File: config.mk
export PLATFORM = sky130hd
export DESIGN_NAME = fetch_buffer
export DESIGN_NICKNAME = d
export VERILOG_FILES = /design/src/rtl/fetch_buffer.sv
export SDC_FILE = /design/constraint.sdc
export NUM_CORES = 1
export LEC_CHECK = 0
export ABC_AREA = 1
export BUFFER_PORTS_ARGS = -buffer_cell sky130_fd_sc_hd__buf_2
export CAP_MARGIN = 20
export CORE_ASPECT_RATIO = 0.6
export CORE_MARGIN = 5
export CORE_UTILIZATION = 30
export CTS_BUF_LIST = sky130_fd_sc_hd__clkbuf_8
export DETAILED_ROUTE_END_ITERATION = 10
export GPL_TIMING_DRIVEN = 0
export HOLD_SLACK_MARGIN = 0.06
export PLACE_DENSITY_LB_ADDON = 0.08
export SYNTH_ARGS = -nofsm -noshare
export SYNTH_HDL_FRONTEND = slang
export SYNTH_SLANG_ARGS = --single-unit
File: constraint.sdc
create_clock -name clk -period 8.8 [get_ports clk]
set_input_delay 0.44 -clock clk [delete_from_list [all_inputs] [get_ports clk]]
set_output_delay 0.44 -clock clk [all_outputs]
set_load 0.05 [all_outputs]
File: src/rtl/fetch_buffer.sv
// In-order fetch->decode instruction queue; first-word fall-through, 1-cycle push-to-head latency.
// Backpressure: in_ready low when full, under flush or in reset; flush empties the queue in one cycle.
module fetch_buffer #(
   parameter int DEPTH = 4,
   parameter int XLEN  = 32
) (
   input  logic                     clk,
   input  logic                     rst,
   input  logic                     in_valid,
   output logic                     in_ready,
   input  logic [XLEN-1:0]          in_pc,
   input  logic [XLEN-1:0]          in_instr,
   input  logic                     flush,
   output logic                     out_valid,
   input  logic                     out_ready,
   output logic [XLEN-1:0]          out_pc,
   output logic [XLEN-1:0]          out_instr,
   output logic [$clog2(DEPTH):0]   count
);

   localparam int AW = $clog2(DEPTH);
   localparam int CW = AW + 1;
   localparam logic [XLEN-1:0] NOP_INSTR = XLEN'(32'h0000_0013);

   logic [XLEN-1:0] pc_mem_q    [DEPTH];
   logic [XLEN-1:0] instr_mem_q [DEPTH];

   logic [AW-1:0] wr_ptr_q, wr_ptr_d;
   logic [AW-1:0] rd_ptr_q, rd_ptr_d;
   logic [CW-1:0] count_q, count_d;

   logic full, empty, push, pop;

   assign full      = (count_q == CW'(DEPTH));
   assign empty     = (count_q == '0);
   assign in_ready  = rst && !flush && !full;
   assign out_valid = !empty;
   assign push      = in_valid && in_ready;
   assign pop       = out_valid && out_ready && !flush;

   // Empty head reads a NOP so decode never sees stale array contents.
   assign out_pc    = empty ? '0        : pc_mem_q[rd_ptr_q];
   assign out_instr = empty ? NOP_INSTR : instr_mem_q[rd_ptr_q];
   assign count     = count_q;

   always_comb begin
      wr_ptr_d = wr_ptr_q;
      rd_ptr_d = rd_ptr_q;
      count_d  = count_q;
      if (flush) begin
         wr_ptr_d = '0;
         rd_ptr_d = '0;
         count_d  = '0;
      end else begin
         if (push) wr_ptr_d = wr_ptr_q + AW'(1);
         if (pop)  rd_ptr_d = rd_ptr_q + AW'(1);
         if (push && !pop)      count_d = count_q + CW'(1);
         else if (pop && !push) count_d = count_q - CW'(1);
      end
   end

   always_ff @(posedge clk) begin
      if (!rst) begin
         wr_ptr_q <= '0;
         rd_ptr_q <= '0;
         count_q  <= '0;
      end else begin
         wr_ptr_q <= wr_ptr_d;
         rd_ptr_q <= rd_ptr_d;
         count_q  <= count_d;
      end
   end

   // Array is data-only: no reset, written solely on an accepted push.
   always_ff @(posedge clk) begin
      if (push) begin
         pc_mem_q[wr_ptr_q]    <= in_pc;
         instr_mem_q[wr_ptr_q] <= in_instr;
      end
   end

endmodule
* After elaboration in Yosys (flattened, before gate mapping)
Memories as Yosys holds them, arrays and structs flattened. A register that Yosys moved wholly into a read port is not among the register bits.
Index checks and enable logic that the tools add are counted.
** Operators by class
- Reductions and logical operators :: 15
- Muxes and demuxes :: 10
- Add/subtract/negate cells :: 4
- Eq/ne operators :: 1
- Bitwise gates (word level) :: 1
** Operator list (count)
- 32-bit 2-to-1 mux :: 2
- 2-bit 2-to-1 mux :: 4
- 1-bit logical AND :: 7
- 3-bit 2-to-1 mux :: 2
- 1-bit zero test :: 5
- 2-bit by 1-bit adder with 2-bit output (second input constant) :: 2
- 3-bit by 1-bit adder with 3-bit output (second input constant) :: 1
- 3-bit equality test (second input constant) :: 1
- 3-bit zero test :: 1
- 3-bit by 1-bit subtractor with 3-bit output (second input constant) :: 1
- 1-bit 2-to-1 mux :: 2
- 2-bit nonzero test :: 1
- 2-bit OR reduction :: 1
- 1-bit inverter :: 1
** Storage, ports and cells
- Logic and storage cells :: 36
- Register bits :: 7
- RAM bits :: 256
- Input port bits :: 69
- Memories :: 2
** Memories
- instr_mem_q :: words 4, bits a word 32, read ports 1, clocked after memory_dff 1, wr ports 1, line 26 : logic [XLEN-1:0] instr_mem_q [DEPTH];
- pc_mem_q :: words 4, bits a word 32, read ports 1, clocked after memory_dff 1, wr ports 1, line 25 : logic [XLEN-1:0] pc_mem_q [DEPTH];

* Depth between registers and ports, before layout
Gate-level depths: netlist (run 1).
- Depth in word-level cells :: 8
- Mapped depth :: 13
- Depth with buffers taken out :: 13

* Worst setup path before layout (run 1)
Ideal clock, no wire load.
- Path kind :: register to register
- Start :: register count_q[0], in the netlist count[0]
- End :: memory instr_mem_q[0][0], enable pin
- Required time :: 8.313 ns
- Arrival time :: 3.821 ns
- Path slack :: 4.493 ns
- Library setup time :: 0.487 ns
- Cell stages (with the launch flop) :: 5
- Cells stage by stage :: dfxtp_1 -> nor2_1 -> nand2_1 -> nand3_1 -> nor2_1
** Between the ends
- Longest elaborated chain between the ends :: 6
** Ends and longest elaborated chain
- from (decl) :: line 30 : logic [CW-1:0] count_q, count_d;
- from (signal assigned) :: line 70 : count_q <= count_d;
- 3-bit equality test :: line 34 : assign full = (count_q == CW'(DEPTH));
- 1-bit zero test :: line 36 : assign in_ready = rst && !flush && !full;
- 1-bit logical AND :: line 36
- 1-bit logical AND :: line 38 : assign push = in_valid && in_ready;
- 1-bit 2-to-1 mux :: line 76 : if (push) begin
- 1-bit 2-to-1 mux (implied by the code) :: line 78 : instr_mem_q[wr_ptr_q] <= in_instr;
- to (decl) :: line 26
Every way passes these cells.

* Final worst setup path (run 1)
- Start :: register count_q[0], in the netlist count[0]
- End :: output out_pc[12]
** Between the ends
- Longest elaborated chain between the ends :: 2
** Ends and longest elaborated chain
- 3-bit zero test :: line 35 : assign empty = (count_q == '0);
- 32-bit 2-to-1 mux :: line 42 : assign out_pc = empty ? '0 : pc_mem_q[rd_ptr_q];
- to (decl) :: line 16 : output logic [XLEN-1:0] out_pc,
Every way passes these cells.

==> impl_metrics.tcl, run 1 <==
set metrics [dict create \
    reg2reg_depth 6 \
    p_sw_share_pct 24.75 \
    cp_common_cell "buf_2" \
    max_freq_ghz 0.3506 \
    vias 6694 \
    cts_made_buffers 43 \
    die_width_um 250.8 \
    fin_skew_ns 0.01639 \
    syn_avg_cell_area_um2 12.66 \
    fin_nets 1111 \
    crit_fanout 10 \
    die_h_um 154.5 \
    p_leak_nw 4.734 \
    rsz0062_at_grt "no" \
    yosysSeqAreaShare_pct 75.40 \
    fp.coreArea_um2 34030 \
    power.density_nw_per_um2 196.3 \
    antenna_found_initial 0 \
    final.min_clock_period_ns 2.852 \
    comb_power_share_pct 7.6 \
    htreeDepth 2 \
    max_stage_delay_ns 0.43 \
    hold_viol_final 0 \
    r2r-end "instr_mem_q[3][18]" \
    tritoncts "yes" \
    insertion_delay_ns 0.56 \
    cpMaxStageDelayCell "dfxtp_1" \
    synth_fa_ha_area_share_pct 0.7914 \
    synth_top_family_by_area "simple AND/OR/NAND/NOR gates" \
    outcome "finished, final reports clean" \
    synth_fp_nets 899 \
    grt_max_degree 27 \
    drt_iter0_markers 326 \
    wirelength_mm 28.39 \
    synth.distinct_cells 20 \
    setup_ws_ns 5.948 \
    synth-simple-area-share_pct 10.58 \
    min_to "instr_mem_q[2][6]" \
    synthXorXnorAreaFrac_pct 0.1679 \
    min_from "in_instr[6]" \
    netSwitchingPower_w 0.0006235 \
    port_buffers 137 \
    synthMuxAreaShare_pct 0 \
    setup_tns_ns 0 \
    clockPowerShare_pct 36.9 \
    diodes 0 \
    drive_gt1_share_pct 21.77 \
    internal_power_w 0.001896 \
    post-dp-hpwl_mm 18.00 \
    ys_ff_latch 265 \
    drv_slew 0 \
    grt_usage_pct 14.41 \
    synth_area_leader_cell "edfxtp_1" \
    syn-cell-area_um2 10440 \
    synthCells 824 \
    viasPerCell 4.404 \
    critical-path-top-delay-family "buffers and inverters" \
    pin_count 138 \
    syn2layout_area_growth_pct 23.00 \
    ant_nets 0 \
    vdd_drop_max_uv 93.17 \
    post_cts_buffers 0 \
    worstPathRequired_ns 8.36 \
    overflow 0 \
    yosys.area.top_type_share_pct 73.67 \
    place_ws_ns 5.833 \
    synth_compound_area_share_pct 9.353 \
    grt_pass1_vias 6820 \
    dr.pass1.iters 4 \
    start_util_pct 30.67 \
    worstPathArrival_ns 2.41 \
    path_class "reg2out" \
    grt_first_pass_wirelength_mm 42.78 \
    worst_hold_path_type "in2reg" \
    crit_buf_inv 3 \
    r2r_slack_ns 6.20 \
    path_cells "nor2_1 > nand2_1 > inv_2 > buf_2 > a21oi_1 > buf_2" \
    tightest_slew_ns 0.9022 \
    hold_depth 1 \
    maxSlewHeadroom_pct 39.71 \
    synth_warnings 0 \
    wl_per_cell_um 18.68 \
    setup_viol 0 \
    synth_top_cells_by_area "edfxtp_1 74%, nor2_1 9.2%, o21ai_0 5.8%" \
    rows 52 \
    seqPwrFrac_pct 55.5 \
    clock_path_buffers 3 \
    maxCapViolCount 0 \
    place_congestion 0.6944 \
    cts-root-buf "clkbuf_8" \
    worstReg2RegStart "count[0]" \
    period_share_pct 32.41 \
    setup.worst_path.start_class "flip-flop" \
    dieArea_um2 38740 \
    cp-end-kind "output port" \
    drc_errors 0 \
    clock_sinks 265 \
    path_clk_slew_ns 0.06 \
]
logic make-up after synthesis:
group | after synthesis
AO/OA/AOI/OAI | 195
XOR/XNOR | 2
adder cells (fa/ha/maj) | 6
buffers and inverters | 65
flip-flops | 265
AND/OR/NAND/NOR | 291
cells in the mapped netlist:
cell type    n
a21oi_1     70
nor2_1     257
buf_1        6
xor2_1       2
buf_4        2
inv_1       15
ha_1         5
clkbuf_1    10
dfxtp_1      9
edfxtp_1   256
o21ai_1      5
nand3_1      5
nor2_2       1
buf_6       16
buf_2       13
nand2_1     27
fa_1         1
inv_2        3
o21ai_0    120
nand4_1      1
per-stage QoR:
stage               util [%]  hold slack (ns)  std cells  area (µm²)  total power, W
finish                 37.72           0.1070       1520       12830        0.002519
global route           37.72          0.06175       1520       12830        0.002632
CTS                    37.72          0.06121       1520       12830        0.002566
detailed placement     35.03           0.5129       1429       11920        0.001613
global placement       34.37           0.5019       1420       11700        0.001612
floorplan                  -           0.4780        824       10440        0.001537
cell usage in the layout, fill, tap and decap left out, types with 6 or more instances in the layout:
master,n
buf_1,6
edfxtp_1,256
buf_2,150
o21ai_0,120
dfxtp_1,9
clkbuf_1,10
nor2_1,253
buf_6,16
dlygate4sd3_1,21
a21oi_1,70
clkbuf_8,43
buf_12,7
nand2_1,27
inv_1,35
power groups by stage:
stage          combinational (W)  sequential, W  clock (W)
6_report                0.000191        0.00140   0.000929
5_1_grt                 0.000208        0.00140    0.00103
4_1_cts                 0.000196        0.00140   0.000971
3_5_place_dp            0.000188        0.00143          0
3_3_place_gp            0.000184        0.00143          0
2_1_floorplan           0.000109        0.00143          0
state kept, by name, summed over array words and instances, names as in the netlist, named ones only:
register	flops
count	3
instr_mem_q	128
pc_mem_q	128
rd_ptr_q	2
wr_ptr_q	2
how the worst max path moves through the flow:
stage	startpoint	to	slack (ns)	cells after the start
floorplan	count[0]	instr_mem_q[0][0]	4.49	4
global placement	flush	instr_mem_q[1][13]	1.66	4
detailed placement	flush	pc_mem_q[3][29]	5.83	6
CTS	count[0]	out_pc[12]	5.83	6
global route	count[0]	out_pc[12]	5.71	6
finish	count[0]	out_pc[12]	5.95	6
area by class of cell:
class                      instances  area [µm²]
fill                            3361       21190
sequential                       265        7868
multi-input combinational        494        2210
timing repair buffer             167        1091
clock buffer                      43       591.8
tap                              459       574.3
buffer                            47       320.3
clock inverter                    27       112.6
inverter                          18       67.56
worst register-to-register path: stages, from the launching register on:
cell and delay [ns]:
dfxtp_1 0.43, nor2_1 0.11, nand2_1 0.10, nand3_1 0.37, nor2_4 0.76, buf_12 0.29, buf_12 0.23
timing repair:
item                      4_1_cts  5_1_grt
resized for setup               0        0
hold endpoints to repair       75        0
hold buffers                   21        0
routing by layer:
| layer | track usage, % | up-vias | wire length, µm |
|---|---|---|---|
| li1 | - | 3332 | - |
| met1 | 21.20 | 3175 | 13940 |
| met2 | 22.02 | 149 | 12680 |
| met3 | 3.055 | 38 | 1381 |
| met4 | 3.350 | 0 | 378 |
| met5 | 0 | - | 0 |
Power figures use the tool's default switching activity.
==> inputs of run 2 (changes only) <==
--- a/config.mk
+++ b/config.mk
@@ -5,7 +5,7 @@
 export SDC_FILE = /design/constraint.sdc
 export NUM_CORES = 1
 export LEC_CHECK = 0
-export ABC_AREA = 1
+export ABC_AREA = 0
 export BUFFER_PORTS_ARGS = -buffer_cell sky130_fd_sc_hd__buf_2
 export CAP_MARGIN = 20
 export CORE_ASPECT_RATIO = 0.6
==> constraint.sdc (replaced) <==
create_clock -name clk -period 2.86 [get_ports clk]
set_input_delay 0.143 -clock clk [delete_from_list [all_inputs] [get_ports clk]]
set_output_delay 0.143 -clock clk [all_outputs]
set_load 0.05 [all_outputs]
==> run 2 against run 1 <==
Clock power grew to 3.1 times the previous value. Sequential power grew to 3.1 times the previous value. Global-route usage is 2.5 points lower.
==> impl_metrics.tcl, run 2 <==
set metrics [dict create \
    synth_top_cells_by_area "edfxtp_1 75%, mux4_2 13%, and2_1 4.0%" \
    pin_count 138 \
    critical-path-top-delay-family "buffers and inverters" \
    grt_max_degree 45 \
    setup_viol 0 \
    syn-cell-area_um2 10220 \
    vias 5202 \
    die_width_um 248.3 \
    hold_viol_final 0 \
    finalPower_w 0.007762 \
    wirelength_mm 22.48 \
    synth_most_common_cell "edfxtp_1" \
    drive_gt1_share_pct 37.21 \
    critPathLaunch "rst" \
    yosys-top-cells-count "256 x edfxtp_1, 65 x and2_1, 60 x mux4_2, 9 x dfxtp_1, 7 x nor2_1" \
    grt_first_pass_wirelength_mm 34.07 \
    dieArea_um2 37970 \
    setup_tns_ns 0 \
    viasPerCell 4.339 \
    post-route-cell-area_um2 13030 \
    ys_ff_latch 265 \
    synth_area_leader_cell "edfxtp_1" \
    rsz0062_at_grt "no" \
    synth.distinct_cells 28 \
    synth_warnings 0 \
    layout_commonest_cell "edfxtp_1" \
    ant_nets 0 \
    worstReg2RegStart "count[0]" \
    maxCapViolCount 0 \
    drt_iter0_markers 212 \
    clock_sinks 265 \
    maxSlewHeadroom_pct 66.23 \
    htreeDepth 2 \
    grt_usage_pct 11.90 \
    outcome "finished, final reports clean" \
    worstPathRequired_ns 3.33 \
    insertion_delay_ns 0.54 \
    yosysSeqAreaShare_pct 76.99 \
    cp-end-kind "flip-flop" \
    max_stage_delay_ns 0.56 \
    fp.coreArea_um2 33640 \
    final_util_pct 38.74 \
    final_cell_mix "256 x edfxtp_1, 143 x buf_2, 68 x dlygate4sd3_1" \
    rows 52 \
    cts_made_buffers 44 \
    cpMaxStageDelayCell "dlygate4sd3_1" \
    cp_common_cell "dlygate4sd3_1" \
    path_clk_slew_ns 0.06 \
    final-seq-area_um2 7868 \
    post_cts_buffers 0 \
    vdd_drop_max_uv 278.0 \
    placed_area_um2 11600 \
    port_buffers 137 \
    fin_nets 784 \
    min_from "in_valid" \
    clock_path_buffers 3 \
    start_util_pct 30.38 \
    cts-root-buf "clkbuf_8" \
    path_class "in2reg" \
    fin_hold_ws_ns 0.1100 \
    final.min_clock_period_ns 2.716 \
    post-dp-hpwl_mm 13.46 \
    dr.pass1.iters 4 \
    crit_buf_inv 5 \
    fin_skew_ns 0.01181 \
    worst_hold_path_type "in2reg" \
    syn_avg_cell_area_um2 22.51 \
    yosys.area.top_type_share_pct 75.23 \
    drc_errors 0 \
    syn2layout_area_growth_pct 27.51 \
    synthCells 454 \
    tritoncts "yes" \
    final.fill_count 3136 \
    drv_slew 0 \
    async_flop_share_pct 0 \
    grt_pass1_vias 5862 \
    antenna_found_initial 2 \
    p_leak_nw 4.559 \
    period_share_pct 94.96 \
    synth_fp_nets 529 \
    multi_input_area_um2 2152 \
    setup.worst_path.start_class "primary input" \
    die_h_um 153.0 \
    synth_edf_count 256 \
    path_cells "dlygate4sd3_1 > buf_2 > nand2b_1 > dlygate4sd3_1 > buf_6 > nor3b_4 > ha_1 > inv_1 > fa_1 > xor2_1 > or3_1 > a21oi_1" \
    tightest_slew_ns 0.5066 \
    synthFlopType "edfxtp_1" \
    worstPathArrival_ns 3.19 \
    crit_fanout 10 \
    power.density_nw_per_um2 595.7 \
    place_congestion 0.7068 \
    overflow 0 \
    max_freq_ghz 0.3682 \
    wl_per_cell_um 18.75 \
]
[run 2: worst reg2reg max path, stage by stage, from the launching register on]
cell and delay, ns:
dfxtp_1 0.48, nor3b_1 0.15, nor3b_4 0.37, ha_1 0.26, inv_1 0.07, fa_1 0.39, xor2_1 0.18, or3_1 0.31
a21oi_1 0.14
[run 2: what timing repair did]
| item | 4_1_cts | 5_1_grt |
|---|---|---|
| setup endpoints to repair | 3 | 3 |
| pin swaps | 0 | 0 |
| resized for setup | 1 | 5 |
| hold buffers | 68 | 0 |
| endpoints found under the hold margin | 264 | 0 |
[run 2: layout make-up]
cell class / count / share of cell area (%)
flip-flops and latches: 265 / 60.38
inverters: 4 / 0.1152
clock buffers: 45 / 4.753
well taps: 459 / 4.408
multi-input cells: 164 / 16.52
plain buffers: 21 / 1.565
clock inverters: 31 / 0.9122
repair buffers: 209 / 11.33
diodes: 1 / 0.01920
[run 2: layer usage]
| metal | vias up | global-route usage, % | share of wire, % |
|---|---|---|---|
| met5 | - | 0 | 0 |
| met4 | 0 | 3.387 | 2.0 |
| met3 | 44 | 3.665 | 5.6 |
| met2 | 110 | 21.21 | 52 |
| met1 | 2690 | 13.91 | 40 |
| li1 | 2358 | - | - |
[run 2: metrics by stage]
stage,std cells,worst slack (ns)
finish,1199,0.1442
global placement,1050,-0.2492
global route,1199,0.004028
detailed placement,1054,0.3112
floorplan,454,0.3080
CTS,1198,0.05400
[run 2: worst paths after layout]
path | endpoint | slack, ns | depth (start not counted)
max | count[2] | 0.14 | 12
min | wr_ptr_q[1] | 0.11 | 3
max reg2reg | count[2] | 0.44 | 8
min reg2reg | flip-flop | 0.54 | 2
[run 2: power breakdown]
group | total [W] | internal [W] | switching, W
combinational | 0.000585 | 0.000220 | 0.000365
sequential | 0.00432 | 0.00430 | 0.0000115
clock | 0.00286 | 0.00144 | 0.00142
total | 0.00776 | 0.00597 | 0.00179
[run 2: kinds of logic (layout without fill, tap and decap cells)]
family | count (synthesis) | after routing | share of synthesized area, %
DFF | 265 | 265 | 76.99
and+or+nand+nor | 83 | 83 | 4.996
muxes | 67 | 67 | 14.57
buffers and inverters | 25 | 310 | 2.106
adders and majority gates | 6 | 6 | 0.8081
AOI/OAI and AO/OA | 5 | 5 | 0.2694
xor gates and xnor gates | 3 | 3 | 0.2572
other | 0 | 1 | 0
==> inputs of run 3 (changes only) <==
--- a/config.mk
+++ b/config.mk
@@ -7,11 +7,9 @@
 export LEC_CHECK = 0
 export ABC_AREA = 0
 export BUFFER_PORTS_ARGS = -buffer_cell sky130_fd_sc_hd__buf_2
-export CAP_MARGIN = 20
 export CORE_ASPECT_RATIO = 0.6
 export CORE_MARGIN = 5
 export CORE_UTILIZATION = 30
-export CTS_BUF_LIST = sky130_fd_sc_hd__clkbuf_8
 export DETAILED_ROUTE_END_ITERATION = 10
 export GPL_TIMING_DRIVEN = 0
 export HOLD_SLACK_MARGIN = 0.06
==> run 3 against run 2 <==
Clock-buffer cell count down 12. Cell count down 2.1%. Sequential share of layout area down 1.0 points. Critical endpoint unchanged. Clock skew up 0.0073 ns. Maximum frequency up 0.53%. Critical path depth unchanged. Die area unchanged. Worst setup slack better by 0.014 ns. Register-to-register slack about the same. Flip-flop and latch count unchanged. First-iteration DRC count down 19%. Critical path type unchanged.
==> impl_metrics.tcl, run 3 (synthesis gave the netlist of run 2 again) <==
set metrics [dict create \
    viasPerCell 4.361 \
    wl_per_cell_um 18.88 \
    post-route-cell-area_um2 13260 \
    cp-end-kind "flip-flop" \
    rows 52 \
    seqPwrFrac_pct 49.8 \
    crit_fanout 10 \
    worst_hold_path_type "in2reg" \
    rsz0062_at_grt "no" \
    netSwitchingPower_w 0.001842 \
    outcome "finished, final reports clean" \
    layout_commonest_cell "edfxtp_1" \
    htreeDepth 1 \
    drt_iter0_markers 171 \
    path_class "in2reg" \
    drv_slew 0 \
    cts-root-buf "clkbuf_16" \
    cpMaxStageDelayCell "dlygate4sd3_1" \
    critical-path-top-delay-family "buffers and inverters" \
    grt_usage_pct 11.67 \
    cp_common_cell "dlygate4sd3_1" \
    post_cts_buffers 0 \
    wirelength_mm 22.17 \
    overflow 0 \
    ant_nets 0 \
    crit_buf_inv 5 \
    setup.worst_path.start_class "primary input" \
    r2r_slack_ns 0.45 \
    comb_power_share_pct 6.8 \
    path_clk_slew_ns 0.06 \
    vdd_drop_max_uv 361.2 \
    max_stage_delay_ns 0.56 \
    fp.coreArea_um2 33640 \
    power.density_nw_per_um2 653.6 \
    final_cell_mix "256 x edfxtp_1, 143 x buf_2, 68 x dlygate4sd3_1" \
    finalPower_w 0.008666 \
    tritoncts "yes" \
    die_width_um 248.3 \
    p_leak_nw 4.579 \
    place_congestion 0.7068 \
    worstPathRequired_ns 3.34 \
    start_util_pct 30.38 \
    insertion_delay_ns 0.55 \
    setup_viol 0 \
    period_share_pct 94.46 \
    placed_area_um2 11600 \
    worstPathArrival_ns 3.18 \
    maxSlewHeadroom_pct 64.80 \
    post-dp-hpwl_mm 13.46 \
    clock_path_buffers 3 \
    final.min_clock_period_ns 2.702 \
    die_h_um 153.0 \
    grt_pass1_vias 5751 \
    tightest_slew_ns 0.5280 \
    grt_first_pass_wirelength_mm 33.73 \
    clockPowerShare_pct 43.5 \
    drive_gt1_share_pct 37.54 \
    cts_made_buffers 28 \
    maxCapViolCount 0 \
    fin_skew_ns 0.01914 \
    dieArea_um2 37970 \
    p_sw_share_pct 21.26 \
    dr.pass1.iters 4 \
    path_cells "dlygate4sd3_1 > buf_2 > nand2b_1 > dlygate4sd3_1 > buf_6 > nor3b_4 > ha_1 > inv_1 > fa_1 > xor2_1 > or3_1 > a21oi_1" \
    fin_nets 768 \
    max_freq_ghz 0.3702 \
    drc_errors 0 \
    antenna_found_initial 2 \
    grt_max_degree 45 \
    clock_sinks 265 \
    syn2layout_area_growth_pct 29.74 \
    port_buffers 137 \
    hold_viol_final 0 \
    internal_power_w 0.006823 \
    pin_count 138 \
    vias 5120 \
]
==> run 3: through the flow <==
| step | utilization (%) | instances | hold WS, ns | setup TNS [ns] | setup WS [ns] |
|---|---|---|---|---|---|
| after global placement | 34.14 | 1050 | 0.3511 | -61.55 | -0.2492 |
| after global routing | 39.41 | 1174 | 0.09793 | 0 | 0.004291 |
| after detailed placement | 34.48 | 1054 | 0.3606 | 0 | 0.3112 |
| after floorplan | - | 454 | 0.2419 | 0 | 0.3080 |
| final | 39.41 | 1174 | 0.1070 | 0 | 0.1584 |
| after CTS | 39.38 | 1173 | 0.09629 | 0 | 0.04994 |
==> run 3: worst paths after layout <==
check,from,end,depth (start not counted)
max,rst,count[2],12
min,in_valid,wr_ptr_q[1],3
max reg2reg,count[0],count[2],8
min reg2reg,rd_ptr_q[0],flip-flop,2
==> run 3: worst min-delay path, cell delays in order <==
cell     delay (ns)
buf_2          0.10
nor3b_4        0.17
mux2_2         0.21
==> run 3: layout make-up <==
cell class,instances,area [µm²]
plain buffers,21,202.7
diodes,1,2.502
multi-input cells,164,2152
repair buffers,209,1476
clock buffers,33,740.7
fillers,3105,20380
flip-flops and latches,265,7868
clock inverters,18,226.5
well taps,459,574.3
inverters,4,15.01
==> run 3: power groups by stage <==
stage          logic [W]  registers [W]  clock network (W)
4_1_cts         0.000601        0.00431            0.00392
3_3_place_gp    0.000505        0.00440                  0
2_1_floorplan   0.000318        0.00440                  0
5_1_grt         0.000631        0.00431            0.00408
6_report        0.000585        0.00431            0.00377
3_5_place_dp    0.000523        0.00440                  0
==> run 3: timing repair <==
item | in CTS | in global routing
hold buffers | 68 | 0
endpoints found under the setup margin | 2 | 2
hold endpoints to repair | 263 | 0
pin swaps | 0 | 0
resized for setup | 1 | 3
==> run 3: per-layer routing <==
layer,vias up,GRT usage [%],routed length (µm)
met3,33,3.002,1164
met4,0,2.599,538
met2,96,21.17,11510
li1,2330,-,-
met5,-,0,0
met1,2661,14.00,8959
